<file path="config.mk">
export PLATFORM = sky130hd
export DESIGN_NAME = reg_check_harness
export DESIGN_NICKNAME = d
export VERILOG_FILES = /design/src/rtl/reg_check_harness.sv
export SDC_FILE = /design/constraint.sdc
export NUM_CORES = 1
export LEC_CHECK = 0
export ABC_AREA = 1
export BUFFER_PORTS_ARGS = -buffer_cell sky130_fd_sc_hd__buf_4
export CORE_MARGIN = 1.5
export CORE_UTILIZATION = 45
export CTS_BUF_LIST = sky130_fd_sc_hd__clkbuf_16
export DETAILED_ROUTE_END_ITERATION = 8
export PLACE_DENSITY = 0.81
export SYNTH_ARGS = -nofsm -noshare
export SYNTH_HDL_FRONTEND = slang
export SYNTH_SLANG_ARGS = --single-unit
</file>
<file path="constraint.sdc">
create_clock -name clock -period 2.7 [get_ports clock]
set_input_delay 0.135 -clock clock [delete_from_list [all_inputs] [get_ports clock]]
set_output_delay 0.135 -clock clock [all_outputs]
set_load 0.005 [all_outputs]
</file>
<file path="src/rtl/reg_check_harness.sv">
// Register-file check harness: lets the processor run for a cycle budget, stalls it,
// then sweeps every register against an expected-value table. Optional macro: REG_CHECK_WRITE_TRACE_EN.
module reg_check_harness #(
   parameter int DATA_W   = 32,
   parameter int NUM_REGS = 32,
   parameter int ADDR_W   = 5,
   parameter int CYC_W    = 20
) (
   input  logic              clock,
   input  logic              reset,
   input  logic              start,
   input  logic [CYC_W-1:0]  num_cycles,
   input  logic [ADDR_W-1:0] proc_rs1,
   output logic [ADDR_W-1:0] rs1_out,
   input  logic [DATA_W-1:0] reg_data,
   output logic [ADDR_W-1:0] exp_addr,
   input  logic [DATA_W-1:0] exp_data,
   input  logic              rwe,
   input  logic [ADDR_W-1:0] rd,
   output logic              proc_stall,
   output logic              busy,
   output logic              done,
   output logic              pass,
   output logic [ADDR_W:0]   err_count,
   output logic              first_fail_valid,
   output logic [ADDR_W-1:0] first_fail_reg
`ifdef REG_CHECK_WRITE_TRACE_EN
   ,
   output logic [CYC_W-1:0]  write_count
`endif
);

   typedef enum logic [2:0] {
      IDLE   = 3'd0,
      RUN    = 3'd1,
      SETTLE = 3'd2,
      CHECK  = 3'd3,
      DONE   = 3'd4
   } state_t;

   localparam logic [ADDR_W-1:0] LAST_IDX = ADDR_W'(NUM_REGS - 1);

   state_t            state, next_state;
   logic [CYC_W-1:0]  cnt, next_cnt;
   logic [ADDR_W-1:0] idx, next_idx;
   logic [ADDR_W:0]   next_err;
   logic              next_ffv;
   logic [ADDR_W-1:0] next_ffr;
   logic              mismatch;

`ifdef REG_CHECK_WRITE_TRACE_EN
   logic [CYC_W-1:0]  wc, next_wc;
   assign write_count = wc;
`else
   logic unused_trace;
   assign unused_trace = ^{rwe, rd};
`endif

   // The stall flag is a flop that mirrors SETTLE/CHECK/DONE, so the address mux follows the state.
   assign rs1_out  = proc_stall ? idx : proc_rs1;
   assign exp_addr = idx;

   // Next-state and next-value logic for the sequencer and result registers.
   always_comb begin
      next_state = state;
      next_cnt   = cnt;
      next_idx   = idx;
      next_err   = err_count;
      next_ffv   = first_fail_valid;
      next_ffr   = first_fail_reg;
      mismatch   = 1'b0;
`ifdef REG_CHECK_WRITE_TRACE_EN
      next_wc    = wc;
`endif
      case (state)
         IDLE, DONE: begin
            if (start) begin
               next_cnt   = num_cycles;
               next_idx   = '0;
               next_err   = '0;
               next_ffv   = 1'b0;
               next_ffr   = '0;
`ifdef REG_CHECK_WRITE_TRACE_EN
               next_wc    = '0;
`endif
               next_state = (num_cycles == '0) ? SETTLE : RUN;
            end else begin
               next_state = state;
            end
         end
         RUN: begin
            next_cnt = cnt - CYC_W'(1);
`ifdef REG_CHECK_WRITE_TRACE_EN
            if (rwe && (rd != '0) && (wc != {CYC_W{1'b1}})) begin
               next_wc = wc + CYC_W'(1);
            end else begin
               next_wc = wc;
            end
`endif
            if (cnt == CYC_W'(1)) begin
               next_state = SETTLE;
            end else begin
               next_state = RUN;
            end
         end
         SETTLE: begin
            next_idx   = '0;
            next_state = CHECK;
         end
         CHECK: begin
            mismatch = (reg_data != exp_data);
            if (mismatch) begin
               next_err = err_count + (ADDR_W + 1)'(1);
               if (!first_fail_valid) begin
                  next_ffv = 1'b1;
                  next_ffr = idx;
               end else begin
                  next_ffv = first_fail_valid;
               end
            end else begin
               next_err = err_count;
            end
            // Index parks on the last register once the sweep completes.
            if (idx == LAST_IDX) begin
               next_state = DONE;
            end else begin
               next_idx   = idx + ADDR_W'(1);
               next_state = CHECK;
            end
         end
         default: begin
            next_state = IDLE;
         end
      endcase
   end

   // State, datapath and status registers.
   always_ff @(posedge clock) begin
      if (reset) begin
         state            <= IDLE;
         cnt              <= '0;
         idx              <= '0;
         err_count        <= '0;
         first_fail_valid <= 1'b0;
         first_fail_reg   <= '0;
         busy             <= 1'b0;
         done             <= 1'b0;
         pass             <= 1'b0;
         proc_stall       <= 1'b0;
`ifdef REG_CHECK_WRITE_TRACE_EN
         wc               <= '0;
`endif
      end else begin
         state            <= next_state;
         cnt              <= next_cnt;
         idx              <= next_idx;
         err_count        <= next_err;
         first_fail_valid <= next_ffv;
         first_fail_reg   <= next_ffr;
         busy             <= (next_state == RUN) || (next_state == SETTLE) || (next_state == CHECK);
         done             <= (next_state == DONE);
         pass             <= (next_state == DONE) && (next_err == '0);
         proc_stall       <= (next_state == SETTLE) || (next_state == CHECK) || (next_state == DONE);
`ifdef REG_CHECK_WRITE_TRACE_EN
         wc               <= next_wc;
`endif
      end
   end

endmodule

</file>
# Yosys cells after proc, flatten, opt, wreduce, memory -nomap -nowiden
# Cells that the tools add are included.
# totals
in_bits	98
reg_bits	44
out_inout_bits	26
elab_cells	64
# classes
reduce_logical	16
n_addsub	3
n_mux	20
n_eq_ne	15
# ops
cell	n
20-bit one-hot mux with 2 select lines	1
32-bit != test	1
5-bit 2-to-1 mux	5
20-bit by 1-bit equality test with 1-bit output (second input constant)	1
20-bit logical NOT	1
20-bit 2-to-1 mux	1
20-bit by 1-bit subtractor with 20-bit output (second input constant)	1
5-bit one-hot mux with 3 select lines	1
3-bit by 2-bit equality test with 1-bit output (second input constant)	4
6-bit 2-to-1 mux	2
3-bit one-hot mux with 4 select lines	1
6-bit one-hot mux with 2 select lines	1
5-bit one-hot mux with 2 select lines	1
2-bit != test (second input constant)	4
6-bit by 1-bit adder with 6-bit output (second input constant)	1
3-bit by 1-bit equality test with 1-bit output (second input constant)	2
3-bit equality test (second input constant)	2
6-bit logical NOT	1
3-bit 2-to-1 mux	2
3-bit AND reduction	2
5-bit by 1-bit adder with 5-bit output (second input constant)	1
5-bit equality test (second input constant)	1
1-bit logical OR	4
2-bit 2-to-1 mux	2
other kinds (9)	11

# Longest topological paths before layout
# Gate-level depths: netlist of run 1.
# logic_depth
ltp_word	7
depth_mapped	15
mapped_depth_nobuf	15

# Worst setup path after synthesis of run 1
# OpenSTA, ideal clock, no wires.
# synth_path
path_type	register to register
from	reg idx[0], in the netlist exp_addr[0]
to	reg idx[2], in the netlist exp_addr[2]
path_stages_with_launch	11
slack_ps	1049
arrival_ps	1529
n_path_buf	0
synth_period_minus_slack_ps	1651
setup_time_ps	122
required_ps	2578
cell_sequence	dfxtp_1 > ha_1 > inv_1 > nor3_1 > ha_1 > a21oi_1 > inv_1 > nand2_1 > inv_2 > o21ai_2 > nor3_1
# synth_via
elab_chain_cells	3
elab_cells_between_ends	6
cone_classes	add/sub: 1; eq/ne: 2; mux: 2; reduce/logical: 1
# synth_rtl
element	line	text
start: declaration	45	logic [ADDR_W-1:0] idx, next_idx;
start signal: assignment	156	idx <= next_idx;
5-bit by 1-bit adder with 5-bit output / 5-bit equality test (equally long branches)	127, 124	
5-bit 2-to-1 mux / 2-bit != test (equally long branches)	n/a	
5-bit one-hot mux with 3 select lines / 3-bit AND reduction (equally long branches)	n/a	
# Several ways; a longest one is shown, not always the timed one. The select of a mux whose other input is x is not followed.
# A chain may end at the register's enable or synchronous reset.

# Final worst setup path of run 1
# layout_path
from	reg state[1]
to	reg cnt[0]
# layout_via
elab_chain_cells	4
elab_cells_between_ends	8
cone_classes	eq/ne: 3; mux: 1; reduce/logical: 4
# layout_rtl
element	line	text
start: declaration	43	state_t state, next_state;
start signal: assignment	154	state <= next_state;
3-bit equality test / 3-bit logical NOT (equally long branches)	75	case (state)
2-bit OR reduction	75	
2-bit != test (no line) / 2-bit nonzero test (equally long branches)	n/a	
2-bit AND reduction (no line)	n/a	
end signal: assignment	155	cnt <= next_cnt;
end: declaration	44	logic [CYC_W-1:0] cnt, next_cnt;
# Several ways; a longest one is shown, not always the timed one.

==> results.cfg, run 1 <==
[outcome]
status = finished clean

[cells_and_area]
nets = 731
seq_area_um2 = 881
reg_top3 = cnt x20, err_count x6
diodes = 0
final_cell_area_um2 = 4190
multi_input_area_um2 = 1900
final.fill_count = 630
largest_register_ffs = 20
area_growth_pct = 34.7
final_layout_size_suffix_gt1_share_pct = 23.2
top_register = cnt

[yosys]
synth_top_area_share_pct = 28.3
syn-cell-area_um2 = 3110
synth-simple-area-share_pct = 37.6
ys.warnings.count = 0
yosysTopAreaCell = dfxtp_1
yosysUniqueCellTypes = 36
synth_top_family_by_area = simple AND/OR/NAND/NOR gates
ys_seq_elements = 44
synth_fa_ha_area_share_pct = 2.01
syn_nets = 616
ys_top_cells_by_area = dfxtp_1 (28%), nand2_1 (19%), inv_1 (8.2%)
synth_compound_area_share_pct = 13.1
ys_seq_area_share_pct = 28.3
synth-xor-area-share_pct = 8.16
post_synth.cell_area_avg_um2 = 6.07
synth_mux_area_share_pct = 0
synth_cells = 513

[setup_path]
startpoint_type = flip-flop
path_max_fanout = 18
worstPathRequired_ps = 2860
worstSetupEndpointType = flip-flop
reg2reg_from = state[1]
rrSetupSlack_ps = 570
crit_arrival_ps = 2290
crit_start = state[1]
r2r_end = cnt[0]
path_class = reg2reg
reg2regPathDepth = 8
worstSetupEndpoint = cnt[0]

[clocking]
clockBufferDepth = 2
post_cts_resize_count = 0
cts-buffers-inserted = 5
post_cts_buffers = 0
root_buffer = clkbuf_16
clock_latency_ps = 280
clk_pin_slew_worst_paths_ps = 60
cts_max_level = 2
cts_hold_buf = 0
cts_sinks = 44
cts_tree = built

[floorplan]
fp.dieH_um = 86.2
io_pins = 124
start_util_pct = 46.1
core_area_um2 = 6760
die_x_um = 86.2
row_count = 30
dieArea_um2 = 7430

[routing]
drt_iter0_markers = 189
dr_total_vias = 3546
wl_per_cell_um = 12.3
viasPerCell = 5.00
drc = 0
firstDrtPassIters = 4
routed_wirelength_um = 8750
postRouteAntennaNets = 0

[global_route]
grt_pass1_vias = 3208
antenna_found_initial = 0
grt.total_usage_pct = 23.1
grt-ovfl-total = 0
grt_pass1_wl_um = 13900
grt_max_degree = 29

[sta]
setup_slack_ps = 574
post-route-min-period_ps = 2130
worstMarginPinSlew_ps = 416
fmax_mhz = 470
relSlewSlack_pct = 72.2
clock_skew_ps = 4.22
period_share_pct = 78.7
maxSlewViolCount = 0
fin_tns_setup_ps = 0
setup_viol = 0
rsz0062_at_grt = false
hold_viol_final = 0

[place]
dpl-instance-area_um2 = 4060
place_ws_ps = 610
hpwlAfterDp_um = 6710
portBuffers = 117
place_congestion = 0.900

[worst_hold_path]
hold_path.class = in2reg
hold_path_depth = 3

[power_and_ir_drop]
peakVddDrop_uv = 253
leakage_uw = 0.00211
pwr_density_cell_nw_per_um2 = 443
total_power_uw = 1860

[flow_run]
cap_violations = 0
[layout make-up]
| class | count | area share (%) |
|---|---|---|
| Sequential cell | 44 | 21.0 |
| Clock buffer | 5 | 2.98 |
| Clock inverter | 3 | 0.268 |
| Tap cell | 80 | 2.39 |
| Multi-Input combinational cell | 381 | 45.2 |
| Timing Repair Buffer | 118 | 21.1 |
| Inverter | 78 | 7.01 |
[critical path, stage by stage, from the launching register on]
cell and delay [ps]:
dfxtp_1 340, nor2_1 250, inv_2 110, nor2_4 350, inv_2 250, nand2_2 190, inv_1 170, a221oi_1 270
nor2_1 70
[where the power goes]
group	leakage, uW	internal [uW]	switching [uW]	total [uW]
Combinational	0.00168	245	305	549
Clock	0.0000738	333	243	577
Sequential	0.000359	690	42.1	732
Total	0.00211	1270	590	1860
[how the worst min path moves through the flow]
stage / from / end
after global routing: num_cycles[0] / cnt[0]
after CTS: num_cycles[0] / cnt[0]
after global placement: num_cycles[0] / cnt[0]
after detailed placement: num_cycles[0] / cnt[0]
after floorplan: num_cycles[0] / cnt[0]
final: num_cycles[0] / cnt[0]
[metrics by stage]
stage          hold WS (ps)  utilization [%]  instances
2_1_floorplan           290                -        513
3_3_place_gp            398             60.1        701
3_5_place_dp            414             60.1        701
4_1_cts                 120             62.1        709
5_1_grt                 141             62.1        709
6_report                119             62.1        709
[cells in the mapped netlist]
master / count
a211oi_1: 2
a21oi_1: 33
a21oi_4: 1
a221oi_1: 1
a22o_1: 1
a31oi_1: 3
and3_1: 1
buf_2: 3
clkbuf_1: 7
clkinv_1: 1
clkinv_2: 1
dfxtp_1: 44
ha_1: 5
inv_1: 68
inv_2: 8
nand2_1: 156
nand2_2: 3
nand3_1: 23
nand4_1: 4
nand4_2: 1
nor2_1: 63
nor2_2: 3
nor2_4: 2
nor3_1: 7
nor3_2: 1
nor3_4: 1
nor4_1: 7
o211ai_1: 5
o21ai_0: 20
o21ai_2: 1
o221ai_1: 2
o22ai_1: 2
or2_1: 3
or2_2: 1
xnor2_1: 22
xor2_1: 7
[layer usage]
metal	up-vias	part of all wire [%]	GRT usage [%]
met1	1541	42	27.0
met4	0	1.4	6.74
met3	11	8.0	4.38
met2	149	49	42.7
met5	-	0	0
li1	1845	-	-
[placed cells by master, fill, tap and decap left out, types with 7 or more instances in the layout]
cell	Yosys	final
xnor2_1	22	22
dfxtp_1	44	44
xor2_1	7	7
inv_2	8	8
inv_1	68	70
a21oi_1	33	33
nor2_1	63	63
nand3_1	23	23
buf_4	0	118
nor4_1	7	7
nand2_1	156	156
nor3_1	7	7
o21ai_0	20	20
[logic make-up (layout without fill, tap and decap cells)]
family | after synthesis | count (layout)
simple gates | 276 | 276
buf+inv | 88 | 204
compound gates | 71 | 71
flops | 44 | 44
xor+xnor | 29 | 29
fa+ha+maj | 5 | 5
No activity file was read; power rests on OpenSTA's default activity.
==> run 2, diff against run 1 <==
==> constraint.sdc (replaced) <==
create_clock -name clock -period 2 [get_ports clock]
set_input_delay 0.1 -clock clock [delete_from_list [all_inputs] [get_ports clock]]
set_output_delay 0.1 -clock clock [all_outputs]
set_load 0.005 [all_outputs]
==> run 2 against run 1 <==
Compared with the run above: final cell count up 0.71%; largest power group unchanged; fmax up 18%; hold slack worse by 38 ps; core utilization increased by 1.2 points; clock power increased by 60%; critical path type unchanged; die area unchanged; critical endpoint is now exp_addr[2]; routed wire length is 0.43% lower; clock-buffer cell count unchanged; combinational power rose by 37%; sequential power rose by 34%; via count increased by 1.9%; sequential share of layout area fell by 0.39 points.
==> results.cfg, run 2 (synthesized netlist as in run 1, its figures left out) <==
[clocking]
cts_hold_buf = 0
cts_max_level = 2
root_buffer = clkbuf_16
post_cts_buffers = 0
cts-buffers-inserted = 5
clk_pin_slew_worst_paths_ps = 60
cts_tree = built
clockBufferDepth = 2
cts_sinks = 44
clock_latency_ps = 290

[cells_and_area]
final_layout_size_suffix_gt1_share_pct = 24.3
area_growth_pct = 37.3
final.fill_count = 636
diodes = 0
final_common_cell = nand2_1
nets = 736
top_register = cnt
final_cell_mix = nand2_1 (156), buf_4 (123), inv_1 (68)
stdcell_count = 714
seq_area_um2 = 881
multi_input_area_um2 = 1910
largest_register_ffs = 20
reg_top3 = cnt x20, err_count x6

[floorplan]
fp.dieH_um = 86.2
dieArea_um2 = 7430
die_x_um = 86.2
io_pins = 124
row_count = 30
core_area_um2 = 6760
start_util_pct = 46.1

[outcome]
status = finished clean

[power_and_ir_drop]
leakage_uw = 0.00215
peakVddDrop_uv = 479
pwr_density_cell_nw_per_um2 = 623

[place]
place_congestion = 0.928
portBuffers = 117
place_inst = 706
hpwlAfterDp_um = 6810

[setup_path]
rrSetupSlack_ps = 200
crit_chain = ha_1 -> inv_1 -> nor3_1 -> ha_1 -> a21oi_2 -> inv_1 -> nand2_1 -> inv_2 -> o21ai_4 -> nor3_1
crit_arrival_ps = 1970
path_max_fanout = 7
path_class = reg2reg
worstPathRequired_ps = 2170
reg2reg_from = exp_addr[1]
crit_slowest_cell = dfxtp_1
reg2regPathDepth = 10
worstSetupEndpointType = flip-flop
r2r_end = exp_addr[2]
slowest_delay_ps = 340
startpoint_type = flip-flop

[worst_hold_path]
hold_path_depth = 3
hp-start = num_cycles[0]
hold_path.class = in2reg
min_to = cnt[0]

[routing]
viasPerCell = 5.06
drc = 0
routed_wirelength_um = 8710
drt_iter0_markers = 187
dr_total_vias = 3612
firstDrtPassIters = 4
wl_per_cell_um = 12.2
postRouteAntennaNets = 0

[sta]
maxSlewViolCount = 0
clock_skew_ps = 4.45
worstMarginPinSlew_ps = 408
hold_viol_final = 0
post-route-min-period_ps = 1800
fmax_mhz = 557
fin_tns_setup_ps = 0
rsz0062_at_grt = false
period_share_pct = 89.8
setup_viol = 0
relSlewSlack_pct = 72.5

[global_route]
grt-ovfl-total = 0
grt.total_usage_pct = 23.0
grt_pass1_wl_um = 14000
antenna_found_initial = 0
grt_pass1_vias = 3437
grt_max_degree = 28

[flow_run]
cap_violations = 0
-- run 2: worst max-delay path: cells and delay by family, from the launching register on --
kind | cells | cell delay (ps)
AND/OR/NAND/NOR | 3 | 270
flip-flops | 1 | 340
buffers and inverters | 3 | 260
AO/OA/AOI/OAI | 2 | 400
adder cells (fa/ha/maj) | 2 | 410
-- run 2: how the worst max path moves through the flow --
stage                startpoint     endpoint  slack, ps
global route           state[1]       cnt[0]         20
detailed placement  exp_addr[1]  exp_addr[1]        130
finish              exp_addr[1]  exp_addr[2]        200
global placement    exp_addr[1]  exp_addr[2]        210
floorplan           exp_addr[0]  exp_addr[2]        350
CTS                 exp_addr[1]  exp_addr[1]        100
-- run 2: repair_timing --
item	4_1_cts	5_1_grt
endpoints found under the hold margin	0	0
resized for setup	0	2
endpoints found under the setup margin	0	5
-- run 2: final cells by class --
class | count | area share [%]
Clock buffer | 5 | 2.93
Clock inverter | 3 | 0.995
Inverter | 78 | 6.88
Multi-Input combinational cell | 381 | 44.6
Sequential cell | 44 | 20.6
Tap cell | 80 | 2.34
Timing Repair Buffer | 123 | 21.6
-- run 2: metal layers --
| layer | vias to the layer above | part of all wire, % | track usage, % |
|---|---|---|---|
| met2 | 149 | 49 | 43.2 |
| met5 | - | 0 | 0 |
| met1 | 1597 | 42 | 25.4 |
| li1 | 1854 | - | - |
| met4 | 0 | 1.4 | 8.50 |
| met3 | 12 | 7.8 | 4.86 |
-- run 2: metrics by stage --
step | hold WS (ps) | power [uW] | utilization (%) | worst slack [ps] | cell area [um^2]
6_report | 81.4 | 2660 | 63.3 | 205 | 4270
5_1_grt | 120 | 2810 | 63.3 | 24.9 | 4270
4_1_cts | 82.5 | 2670 | 63.1 | 101 | 4260
3_5_place_dp | 375 | 1740 | 60.6 | 135 | 4100
3_3_place_gp | 360 | 1720 | 60.6 | 209 | 4100
2_1_floorplan | 255 | 1450 | - | 349 | 3110
-- run 2: power by group --
| group | total [uW] | internal, uW | switching, uW |
|---|---|---|---|
| Clock | 926 | 587 | 339 |
| Sequential | 984 | 931 | 52.6 |
| Combinational | 754 | 339 | 415 |
==> run 3, diff against run 2 <==
--- a/config.mk
+++ b/config.mk
@@ -6,12 +6,12 @@
 export NUM_CORES = 1
 export LEC_CHECK = 0
 export ABC_AREA = 1
-export BUFFER_PORTS_ARGS = -buffer_cell sky130_fd_sc_hd__buf_4
 export CORE_MARGIN = 1.5
 export CORE_UTILIZATION = 45
 export CTS_BUF_LIST = sky130_fd_sc_hd__clkbuf_16
 export DETAILED_ROUTE_END_ITERATION = 8
-export PLACE_DENSITY = 0.81
+export DONT_BUFFER_PORTS = 1
+export PLACE_DENSITY = 0.66
 export SYNTH_ARGS = -nofsm -noshare
 export SYNTH_HDL_FRONTEND = slang
 export SYNTH_SLANG_ARGS = --single-unit
==> run 3 against run 2 <==
Compared with the run above: worst setup slack got worse by 56 ps; clock-buffer cell count did not move; critical path type unchanged; sequential share of layout area increased by 5.1 points; power fell by 11%; core utilization down 13 points; via count shrank 13%; global-route usage fell by 2.1 points; non-clock buffer count decreased by 111.
==> results.cfg, run 3 (synthesized netlist as in run 1, its figures left out) <==
[outcome]
status = finished clean

[cells_and_area]
largest_register_ffs = 20
finalCoreUtilization_pct = 50.7
final_common_cell = nand2_1
final_layout_size_suffix_gt1_share_pct = 7.46
final.fill_count = 709
top_register = cnt
area_growth_pct = 10.0
nets = 625
reg_top3 = cnt x20, err_count x6
stdcell_count = 603
final_cell_area_um2 = 3430
diodes = 0
final_cell_mix = nand2_1 (156), inv_1 (68), nor2_1 (63)

[setup_path]
startpoint_type = flip-flop
path_class = reg2reg
crit_start = exp_addr[1]
worstPathRequired_ps = 2170
path_max_fanout = 7
reg2reg_from = exp_addr[1]
crit_arrival_ps = 2020
worstSetupEndpointType = flip-flop

[clocking]
clockBufferDepth = 2
post_cts_buffers = 0
cts-buffers-inserted = 5
cts_tree = built
clock_latency_ps = 290
cts_sinks = 44
clk_pin_slew_worst_paths_ps = 60
cts_max_level = 2
root_buffer = clkbuf_16

[floorplan]
io_pins = 124
core_area_um2 = 6760
dieArea_um2 = 7430
start_util_pct = 46.1
fp.dieH_um = 86.2
row_count = 30
die_x_um = 86.2

[global_route]
grt_pass1_wl_um = 12400
grt.total_usage_pct = 21.0
grt-ovfl-total = 0
grt_pass1_vias = 2834
antenna_found_initial = 0
grt_max_degree = 28

[power_and_ir_drop]
pwr-share-clk_pct = 33.5
total_power_uw = 2380
power_frac_comb_pct = 25.1
power.switching_uw = 767
peakVddDrop_uv = 466
p_sw_share_pct = 32.3
p_int_uw = 1610
pwr_density_cell_nw_per_um2 = 694
leakage_uw = 0.00158
pwr-share-seq_pct = 41.4

[sta]
clock_skew_ps = 4.20
setup_viol = 0
setup_slack_ps = 149
hold_viol_final = 0
period_share_pct = 92.6
relSlewSlack_pct = 19.5
fmax_mhz = 540
worstMarginPinSlew_ps = 1200
maxSlewViolCount = 0
post-route-min-period_ps = 1850

[routing]
viasPerCell = 5.20
routed_wirelength_um = 8020
dr_total_vias = 3134
wl_per_cell_um = 13.3
drt_iter0_markers = 143
postRouteAntennaNets = 0
firstDrtPassIters = 4
drc = 0

[worst_hold_path]
hold_path.class = in2reg
hp-start = num_cycles[5]

[place]
portBuffers = 0
dpl-instance-area_um2 = 3220
place_ws_ps = 113
hpwlAfterDp_um = 6170
place_congestion = 0.854
place_inst = 589

[flow_run]
cap_violations = 0
[run 3: changes by cell type in the layout (fill, tap and decap cells not counted), sizes merged]
cell	previous run	this run
clkinv	4	5
dlygate4sd3	0	6
bufinv	1	0
buf	123	6
[run 3: final timing paths]
path,end,slack [ps],depth (start not counted)
worst max register to register,exp_addr[2],150,10
worst min-delay path,cnt[5],30,4
worst min register to register,cnt[18],470,2
worst max-delay path,exp_addr[2],150,10
[run 3: critical path, stage by stage (launching register included)]
cell     delay (ps)
dfxtp_2         340
ha_1            190
inv_1            70
nor3_1           50
ha_1            200
a21oi_2         190
inv_1            70
nand2_1         170
inv_2           110
o21ai_2         250
nor3_1           90
[run 3: routing by layer]
metal | global-route usage (%) | routed length, um | up-vias
met3 | 3.24 | 536 | 13
met1 | 24.8 | 3460 | 1356
met4 | 6.01 | 129 | 0
met2 | 39.1 | 3900 | 132
met5 | 0 | 0 | -
li1 | - | - | 1633
[run 3: metrics by stage]
stage	hold slack [ps]	setup TNS, ps
floorplan	255	0
CTS	4.38	0
global placement	174	0
finish	26.1	0
detailed placement	176	0
global route	70.6	-10.5
[run 3: final cells by class]
| type | count | area, um^2 | area share, % |
|---|---|---|---|
| Tap cell | 80 | 100 | 2.92 |
| Clock inverter | 3 | 13.8 | 0.402 |
| Timing Repair Buffer | 12 | 105 | 3.07 |
| Clock buffer | 5 | 125 | 3.65 |
| Multi-Input combinational cell | 381 | 1910 | 55.6 |
| Inverter | 78 | 294 | 8.58 |
| Sequential cell | 44 | 882 | 25.7 |
[run 3: repair_timing]
action | in CTS | in global routing
endpoints found under the hold margin | 27 | 1
resized for setup | 0 | 3
hold buffers | 5 | 1
setup endpoints to repair | 0 | 5
[run 3: power by group through the flow]
stage	clock [uW]	combinational, uW	sequential [uW]
finish	796	596	985
global route	841	676	994
CTS	806	589	984
detailed placement	0	567	1000
global placement	0	558	1000
floorplan	0	460	991
